<file path="config.mk">
export PLATFORM = sky130hd
export DESIGN_NAME = random_prefetch
export DESIGN_NICKNAME = d
export VERILOG_FILES = /design/src/rtl/random_prefetch.sv
export SDC_FILE = /design/constraint.sdc
export NUM_CORES = 1
export LEC_CHECK = 0
export BUFFER_PORTS_ARGS = -buffer_cell sky130_fd_sc_hd__buf_2
export CORE_ASPECT_RATIO = 1.75
export CORE_UTILIZATION = 41
export DETAILED_ROUTE_END_ITERATION = 6
export PLACE_DENSITY_LB_ADDON = 0.25
export REMOVE_ABC_BUFFERS = 1
export SYNTH_ARGS = -nofsm -noshare
export SYNTH_HDL_FRONTEND = slang
export SYNTH_SLANG_ARGS = --single-unit
</file>
<file path="constraint.sdc">
create_clock -name clk -period 4.56 [get_ports clk]
set_clock_uncertainty 0.15 [all_clocks]
set_input_delay 0.456 -clock clk [delete_from_list [all_inputs] [get_ports clk]]
set_output_delay 0.456 -clock clk [all_outputs]
set_load 0.005 [all_outputs]
</file>
<file path="src/rtl/random_prefetch.sv">
// Prefetch FIFO in front of the random number device. A RUN/DRAIN/WRITE/SETTLE
// sequencer reseeds the device without letting words from the old seed escape.
module random_prefetch #(
    parameter int DEPTH  = 4,
    parameter int SETTLE = 3
) (
    input  logic                   clk,
    input  logic                   reset,
    output logic                   rngRead,
    output logic                   rngWrite,
    output logic [31:0]            rngDataOut,
    input  logic                   rngReadValid,
    input  logic [31:0]            rngDataIn,
    output logic                   outValid,
    output logic [31:0]            outData,
    input  logic                   outReady,
    input  logic                   seedWrite,
    input  logic [31:0]            seedData,
    output logic                   seedBusy,
    output logic [$clog2(DEPTH):0] count
);
    localparam int AW        = $clog2(DEPTH);
    localparam int CW        = AW + 1;
    localparam int SW        = $clog2(SETTLE + 1);
    localparam int SETTLE_M1 = SETTLE - 1;
    localparam logic [CW:0]   DEPTH_W     = DEPTH[CW:0];
    localparam logic [SW-1:0] SETTLE_LAST = SETTLE_M1[SW-1:0];

    typedef enum logic [1:0] {
        ST_RUN    = 2'd0,
        ST_DRAIN  = 2'd1,
        ST_WRITE  = 2'd2,
        ST_SETTLE = 2'd3
    } state_t;

    state_t         state_r, state_next_s;
    logic [31:0]    mem_r [DEPTH];
    logic [AW-1:0]  wr_ptr_r, rd_ptr_r, wr_ptr_next_s, rd_ptr_next_s;
    logic [CW-1:0]  count_r, count_next_s, remain_s;
    logic [CW:0]    in_flight_s;
    logic [1:0]     outstanding_r, outst_next_s;
    logic [SW-1:0]  settle_cnt_r;
    logic [31:0]    seed_r, out_data_r, head_next_s, rng_data_out_r, data_out_next_s;
    logic           rng_read_r, rng_write_r, out_valid_r, seed_busy_r;
    logic           rd_next_s, wr_next_s, busy_next_s, valid_next_s;
    logic           seed_accept_s, push_s, pop_s, flush_s;

    assign seed_accept_s = (state_r == ST_RUN) && seedWrite && !seed_busy_r;
    // Responses arriving outside RUN belong to the old seed and are dropped.
    assign push_s        = rngReadValid && (state_r == ST_RUN);
    assign pop_s         = out_valid_r && outReady;
    assign flush_s       = (state_r == ST_DRAIN) && (state_next_s == ST_WRITE);

    // Sequencer state register
    always_ff @(posedge clk or negedge reset) begin
        if (!reset) begin
            state_r <= ST_RUN;
        end else begin
            state_r <= state_next_s;
        end
    end

    // Sequencer next-state logic
    always_comb begin
        state_next_s = state_r;
        case (state_r)
            ST_RUN: begin
                if (seed_accept_s) state_next_s = ST_DRAIN;
                else               state_next_s = ST_RUN;
            end
            ST_DRAIN: begin
                if (outstanding_r == 2'd0) state_next_s = ST_WRITE;
                else                       state_next_s = ST_DRAIN;
            end
            ST_WRITE: state_next_s = ST_SETTLE;
            ST_SETTLE: begin
                if (settle_cnt_r == SETTLE_LAST) state_next_s = ST_RUN;
                else                             state_next_s = ST_SETTLE;
            end
            default: state_next_s = ST_RUN;
        endcase
    end

    // Sequencer outputs, computed one cycle ahead so every port is a flop
    always_comb begin
        rd_next_s       = 1'b0;
        wr_next_s       = 1'b0;
        busy_next_s     = 1'b1;
        data_out_next_s = 32'd0;
        // Words already owned: stored, awaiting response, and the read now on the bus.
        in_flight_s = {1'b0, count_r} + {{(CW - 1){1'b0}}, outstanding_r}
                    + {{CW{1'b0}}, rng_read_r};
        if (state_next_s == ST_RUN) begin
            busy_next_s = 1'b0;
            if (in_flight_s < DEPTH_W) rd_next_s = 1'b1;
            else                       rd_next_s = 1'b0;
        end else begin
            busy_next_s = 1'b1;
            rd_next_s   = 1'b0;
        end
        if (state_next_s == ST_WRITE) begin
            wr_next_s       = 1'b1;
            data_out_next_s = seed_r;
        end else begin
            wr_next_s       = 1'b0;
            data_out_next_s = 32'd0;
        end
    end

    // Outstanding device responses
    always_comb begin
        outst_next_s = outstanding_r;
        case ({rng_read_r, rngReadValid && (outstanding_r != 2'd0)})
            2'b10:   outst_next_s = outstanding_r + 2'd1;
            2'b01:   outst_next_s = outstanding_r - 2'd1;
            default: outst_next_s = outstanding_r;
        endcase
    end

    // FIFO pointer/count update and show-ahead head selection
    always_comb begin
        count_next_s  = count_r;
        rd_ptr_next_s = rd_ptr_r;
        wr_ptr_next_s = wr_ptr_r;
        head_next_s   = out_data_r;
        valid_next_s  = 1'b0;
        remain_s      = count_r - {{(CW - 1){1'b0}}, pop_s};
        if (flush_s) begin
            count_next_s  = {CW{1'b0}};
            rd_ptr_next_s = {AW{1'b0}};
            wr_ptr_next_s = {AW{1'b0}};
            head_next_s   = out_data_r;
            valid_next_s  = 1'b0;
        end else begin
            count_next_s  = remain_s + {{(CW - 1){1'b0}}, push_s};
            rd_ptr_next_s = rd_ptr_r + {{(AW - 1){1'b0}}, pop_s};
            wr_ptr_next_s = wr_ptr_r + {{(AW - 1){1'b0}}, push_s};
            if (remain_s != {CW{1'b0}}) begin
                head_next_s  = mem_r[rd_ptr_next_s];
                valid_next_s = 1'b1;
            end else if (push_s) begin
                head_next_s  = rngDataIn;
                valid_next_s = 1'b1;
            end else begin
                head_next_s  = out_data_r;
                valid_next_s = 1'b0;
            end
        end
    end

    // Datapath and output registers
    always_ff @(posedge clk or negedge reset) begin
        if (!reset) begin
            rng_read_r     <= 1'b0;
            rng_write_r    <= 1'b0;
            rng_data_out_r <= 32'd0;
            seed_busy_r    <= 1'b0;
            seed_r         <= 32'd0;
            outstanding_r  <= 2'd0;
            settle_cnt_r   <= {SW{1'b0}};
            count_r        <= {CW{1'b0}};
            rd_ptr_r       <= {AW{1'b0}};
            wr_ptr_r       <= {AW{1'b0}};
            out_data_r     <= 32'd0;
            out_valid_r    <= 1'b0;
        end else begin
            rng_read_r     <= rd_next_s;
            rng_write_r    <= wr_next_s;
            rng_data_out_r <= data_out_next_s;
            seed_busy_r    <= busy_next_s;
            outstanding_r  <= outst_next_s;
            count_r        <= count_next_s;
            rd_ptr_r       <= rd_ptr_next_s;
            wr_ptr_r       <= wr_ptr_next_s;
            out_data_r     <= head_next_s;
            out_valid_r    <= valid_next_s;
            if (state_r == ST_SETTLE) settle_cnt_r <= settle_cnt_r + {{(SW - 1){1'b0}}, 1'b1};
            else                      settle_cnt_r <= {SW{1'b0}};
            if (seed_accept_s) seed_r <= seedData;
            else               seed_r <= seed_r;
        end
    end

    // FIFO storage; contents need no reset because count gates visibility
    always_ff @(posedge clk) begin
        if (push_s) mem_r[wr_ptr_r] <= rngDataIn;
    end

    assign rngRead    = rng_read_r;
    assign rngWrite   = rng_write_r;
    assign rngDataOut = rng_data_out_r;
    assign outValid   = out_valid_r;
    assign outData    = out_data_r;
    assign seedBusy   = seed_busy_r;
    assign count      = count_r;

endmodule

</file>
After elaboration in Yosys (flattened, before gate mapping)
Memory sizes are Yosys's and may differ from the RTL's.
Cells that the tools add are included.
{"block": "classes", "magnitude_cmp": 1, "n_reduce_logical": 15, "n_eq_ne": 7, "div": 0, "n_addsub": 9, "mul": 0, "shifts": 0, "muxes": 20, "bitwise_logic": 1}
{"op": "32-bit two-way mux", "count": 3}
{"op": "2-bit == test (second input constant)", "count": 5}
{"op": "2-bit two-way mux", "count": 5}
{"op": "1-bit two-way mux", "count": 9}
{"op": "2-bit case mux with 4 select lines", "count": 1}
{"op": "1-bit logical AND", "count": 6}
{"op": "2-bit zero test", "count": 3}
{"op": "2-bit nonzero test", "count": 3}
{"op": "2-bit by 1-bit adder with 2-bit output", "count": 2}
{"op": "2-bit by 1-bit adder with 2-bit output (second input constant)", "count": 2}
{"op": "3-bit by 2-bit adder with 4-bit output", "count": 1}
{"op": "4-bit by 1-bit adder with 4-bit output", "count": 1}
{"op": "2-bit by 1-bit == test with 1-bit output (second input constant)", "count": 2}
{"op": "4-bit by 3-bit < comparator with 1-bit output (second input constant)", "count": 1}
{"op": "2-bit case mux with 2 select lines", "count": 1}
{"op": "3-bit by 1-bit adder with 3-bit output", "count": 1}
{"op": "3-bit two-way mux", "count": 1}
{"op": "3-bit nonzero test", "count": 1}
{"op": "3-bit by 1-bit subtractor with 3-bit output", "count": 1}
{"op": "2-bit AND reduction", "count": 1}
{"op": "2-bit by 1-bit subtractor with 2-bit output (second input constant)", "count": 1}
{"op": "1-bit zero test", "count": 1}
{"op": "1-bit NOT", "count": 1}
{"block": "word_totals", "mem_bits_rw": 128, "reg_bits": 113, "out_inout_bits": 71, "latch_bits": 0, "in_bits": 69, "romBits": 0, "mem_count": 1, "elab_cells": 67}
{"memory": "mem_r", "depth": 4, "word_bits": 32, "rd": 1, "rd_clocked_by_memory_dff": 0, "write_ports": 1, "line_no": "37", "text": "logic [31:0] mem_r [DEPTH];"}

Depth between registers and ports, before layout
{"block": "depth", "ltp_word": 9, "ltp_mapped": 8, "depth_no_buf": 7}

Least setup slack after synthesis
OpenSTA, ideal clock, no wires.
{"block": "synth_path", "path_type": "register -> register", "start": "register state_r[1]", "end": "memory mem_r[1][0] (enable)", "t_arrival_ns": 3.342, "required_time_ns": 3.942, "period_less_slack_ns": 3.960, "n_path_buf": 1, "setup_time_ns": 0.468, "path_stages_with_launch": 4, "setup_slack_ns": 0.600, "path_cell_list": "dfrtp_1 > buf_6 > or3b_4 > nor3b_1"}
{"block": "synth_between", "elab_chain_len": 4}
{"item": "start, declared", "line_no": "36", "text": "state_t state_r, state_next_s;"}
{"item": "start signal, assigned", "line_no": "59", "text": "state_r <= state_next_s;"}
{"item": "2-bit zero test", "line_no": "50", "text": "assign push_s = rngReadValid && (state_r == ST_RUN);"}
{"item": "1-bit logical AND", "line_no": "50"}
{"item": "1-bit two-way mux", "line_no": "186", "text": "if (push_s) mem_r[wr_ptr_r] <= rngDataIn;"}
{"item": "1-bit two-way mux (implied by the code)", "line_no": "186"}
{"item": "end, declared", "line_no": "37"}
No other way between the ends.

Worst setup path in the final report
{"block": "layout_path", "start": "register out_valid_r, in the netlist outValid", "end": "register out_data_r[14], in the netlist outData[14]"}
{"block": "layout_between", "elab_chain_len": 5, "word_cells_on_any_way": 8, "classes_between": "add/sub: 2; mux: 1; reduce/logical: 4; memory: 1"}
{"item": "start, declared", "line_no": "44", "text": "logic rng_read_r, rng_write_r, out_valid_r, seed_busy_r;"}
{"item": "start signal, assigned", "line_no": "176", "text": "out_valid_r <= valid_next_s;"}
{"item": "1-bit logical AND *", "line_no": "51", "text": "assign pop_s = out_valid_r && outReady;"}
{"item": "3-bit by 1-bit subtractor with 3-bit output", "line_no": "127", "text": "remain_s = count_r - {{(CW - 1){1'b0}}, pop_s};"}
{"item": "3-bit nonzero test", "line_no": "138", "text": "if (remain_s != {CW{1'b0}}) begin"}
{"item": "2-bit nonzero test (no line)"}
{"item": "2-bit AND reduction (no line)"}
{"item": "end signal, assigned", "line_no": "175", "text": "out_data_r <= head_next_s;"}
{"item": "end, declared", "line_no": "43", "text": "logic [31:0] seed_r, out_data_r, head_next_s, rng_data_out_r, data_out_next_s;"}
Mark *: on every way between the ends. The rest lies on a longest branch, timed or not.
A chain may end at the register's enable or synchronous reset.

==> flow_summary.toml <==
[status]
status = "finished clean"

[placed_design]
hpwl_um = 12000
gp_congestion = 0.705
dp.cells = 904
pre_cts_slack_ns = 1.35
port_buffers = 139

[yosys]
async_flop_share_pct = 46.9
synth_top_area_share_pct = 41.5
synth_flop_cell = "edfxtp_1"
syn_area_per_cell_um2 = 18.9
seq_area_frac_synth_pct = 72.1
yosysTopAreaCell = "edfxtp_1"
synth.distinct_cells = 35
synth_area_um2 = 9260
synthTopCellsByCount = "edfxtp_1 (128), dfrtp_1 (113), and2_1 (35), mux4_2 (32), nand4b_1 (32)"
syn_inst = 491
ys_ff_latch = 241
synth_edf_count = 128
yosysMostFrequentCell = "edfxtp_1"
ys.warnings.count = 0
synth_area_leaders = "edfxtp_1 (42%), dfrtp_1 (31%), mux4_2 (7.8%), mux2_2 (3.8%), nand4b_1 (3.0%)"

[setup_path]
crit_top_cell = "ha_1"
required_ns = 4.87
path_cells = "and2_1 -> ha_1 -> ha_1 -> and2_2 -> a31oi_4 -> o221a_2"
critPathSlowestCell = "a31oi_4"
endpoint_kind = "flop"
path_max_fanout = 34
worstSetupPathType = "flop to flop"
crit_arrival_ns = 3.34
crit_path_max_incr_delay_ns = 1.03
critPathLaunchType = "flop"

[global_route]
grt.overflow.total = 0
use_met1_pct = 20.0
grt_pass1_vias = 5453
grt_util_met2_pct = 31.5
grt-busiest-layer = "met2"
antenna_found_initial = 1
met3_usage_pct = 2.54
grt_max_degree = 67
grt_usage_pct = 17.3
grt_pass1_wl_um = 30200

[routing]
wl_um = 19300
drc = 0
avgViaCountPerCell = 5.24
via_count = 5018
wl_per_cell_um = 20.1
final_antenna_net_count = 0
drt_iter0_markers = 275
first_pass_iters = 5

[clock_network]
h-tree-depth = 1
clockRootBuffer = "clkbuf_16"
post_cts_buffers = 0
cts_tree = "yes"
clock-sinks = 241
path_clk_slew_ns = 0.06
cts_buffers = 23
insertion_delay_ns = 0.52
clock_path_buffers = 3

[timing]
period_needed_ns = 3.04
fin_crit_sh_pct = 66.6
fmaxAchievable_ghz = 0.329
setup_ws_ns = 1.52
slew_headroom_pct = 24.1
hold_violations = 0
worstMarginPinSlew_ns = 1.14
finalMaxSlewViolations = 0
fin_tns_setup_ns = 0
setup_viol_count_final = 0
rsz0062_at_grt = "false"

[floorplan]
initial_core_util_pct = 41.8
ios = 140
die-area_um2 = 23200
fp.dieW_um = 116
rows = 72
die_y_um = 201
core-area_um2 = 22200

[cells_and_area]
drive_above_1_share_pct = 42.4
final_util_pct = 49.8
fin_cells = 958
area_growth_syn_to_layout_pct = 19.2
final_net_count = 724

[power]
peakVddDrop_mv = 0.259
powerDensity_nw_per_um2 = 643
leakagePower_nw = 4.39
total_power_mw = 7.09

[flow_run]
max_cap_viol_count = 0

[worst_hold_path]
hold_class = "primary input to flop"
-- final cells by class --
cell class	instances	area, um^2
multi-input cells	211	2420
repair buffers	161	893
clock inverters	8	36.3
clock buffers	33	613
diodes	1	2.50
inverters	7	26.3
well taps	296	370
fillers	1916	11100
flip-flops and latches	241	6670
-- timing repair --
action,4_1_cts,5_1_grt
hold buffers,12,0
resized for setup,0,0
hold endpoints to repair,41,0
endpoints found under the setup margin,0,0
-- state kept, by name (all words and copies together) (netlist names), 3 cells and up --
register    count
seed_r         32
mem_r         128
count           3
outData        32
rngDataOut     32
-- power by group --
| part | internal [mW] | total (mW) | switching (mW) | leakage, nW |
|---|---|---|---|---|
| Sequential | 2.76 | 3.05 | 0.282 | 2.57 |
| Combinational | 1.18 | 2.33 | 1.15 | 1.50 |
| Clock | 0.932 | 1.72 | 0.785 | 0.320 |
| Total | 4.87 | 7.09 | 2.22 | 4.39 |
-- worst max-delay path: cells and delay by family (launching register included) --
family | cells | cell delay, ns
AO/OA/AOI/OAI | 2 | 1.36
adder cells (fa/ha/maj) | 2 | 0.47
AND/OR/NAND/NOR | 2 | 0.62
flip-flops | 1 | 0.37
-- final timing paths --
path | startpoint | end | slack [ns] | cells past startpoint
min in group asynchronous | reset | seed_r[10] | 0.21 | 2
hold reg to reg | settle_cnt_r[0] | settle_cnt_r[0] | 0.28 | 1
setup reg to reg | outValid | outData[14] | 1.52 | 6
hold / removal | rngDataIn[14] | mem_r[3][14] | 0.02 | 1
max in group asynchronous | reset | outData[14] | 2.94 | 3
setup / recovery | outValid | outData[14] | 1.52 | 6
-- kinds of logic after synthesis --
group | count (synthesis) | synth area share [%]
simple gates | 90 | 7.12
flops | 241 | 72.1
xor+xnor | 7 | 0.743
mux | 64 | 11.7
buf+inv | 39 | 2.34
compound gates | 40 | 4.70
fa+ha+maj | 10 | 1.35
-- layer usage --
layer  share of wire (%)  vias to the layer above
li1                    -                     2217
met1                  38                     2594
met2                  54                      164
met3                 4.7                       43
met4                 2.9                        0
met5                   0                        -
-- cells in the final DEF, fill, tap and decap left out, types with 11 or more instances in the layout --
cell	count
mux2_2	31
buf_2	138
edfxtp_1	128
nand4b_1	32
buf_4	11
o221a_2	24
dfrtp_1	113
and2_1	34
clkbuf_16	23
mux4_2	32
dlygate4sd3_1	12
-- stage by stage --
step	hold slack (ns)	instance area (um^2)
floorplan	0.0104	9070
global placement	0.192	10300
detailed placement	0.199	10300
CTS	0.0000137	11000
global route	0.0120	11000
finish	0.0166	11000
No activity file was read; power rests on OpenSTA's default activity.
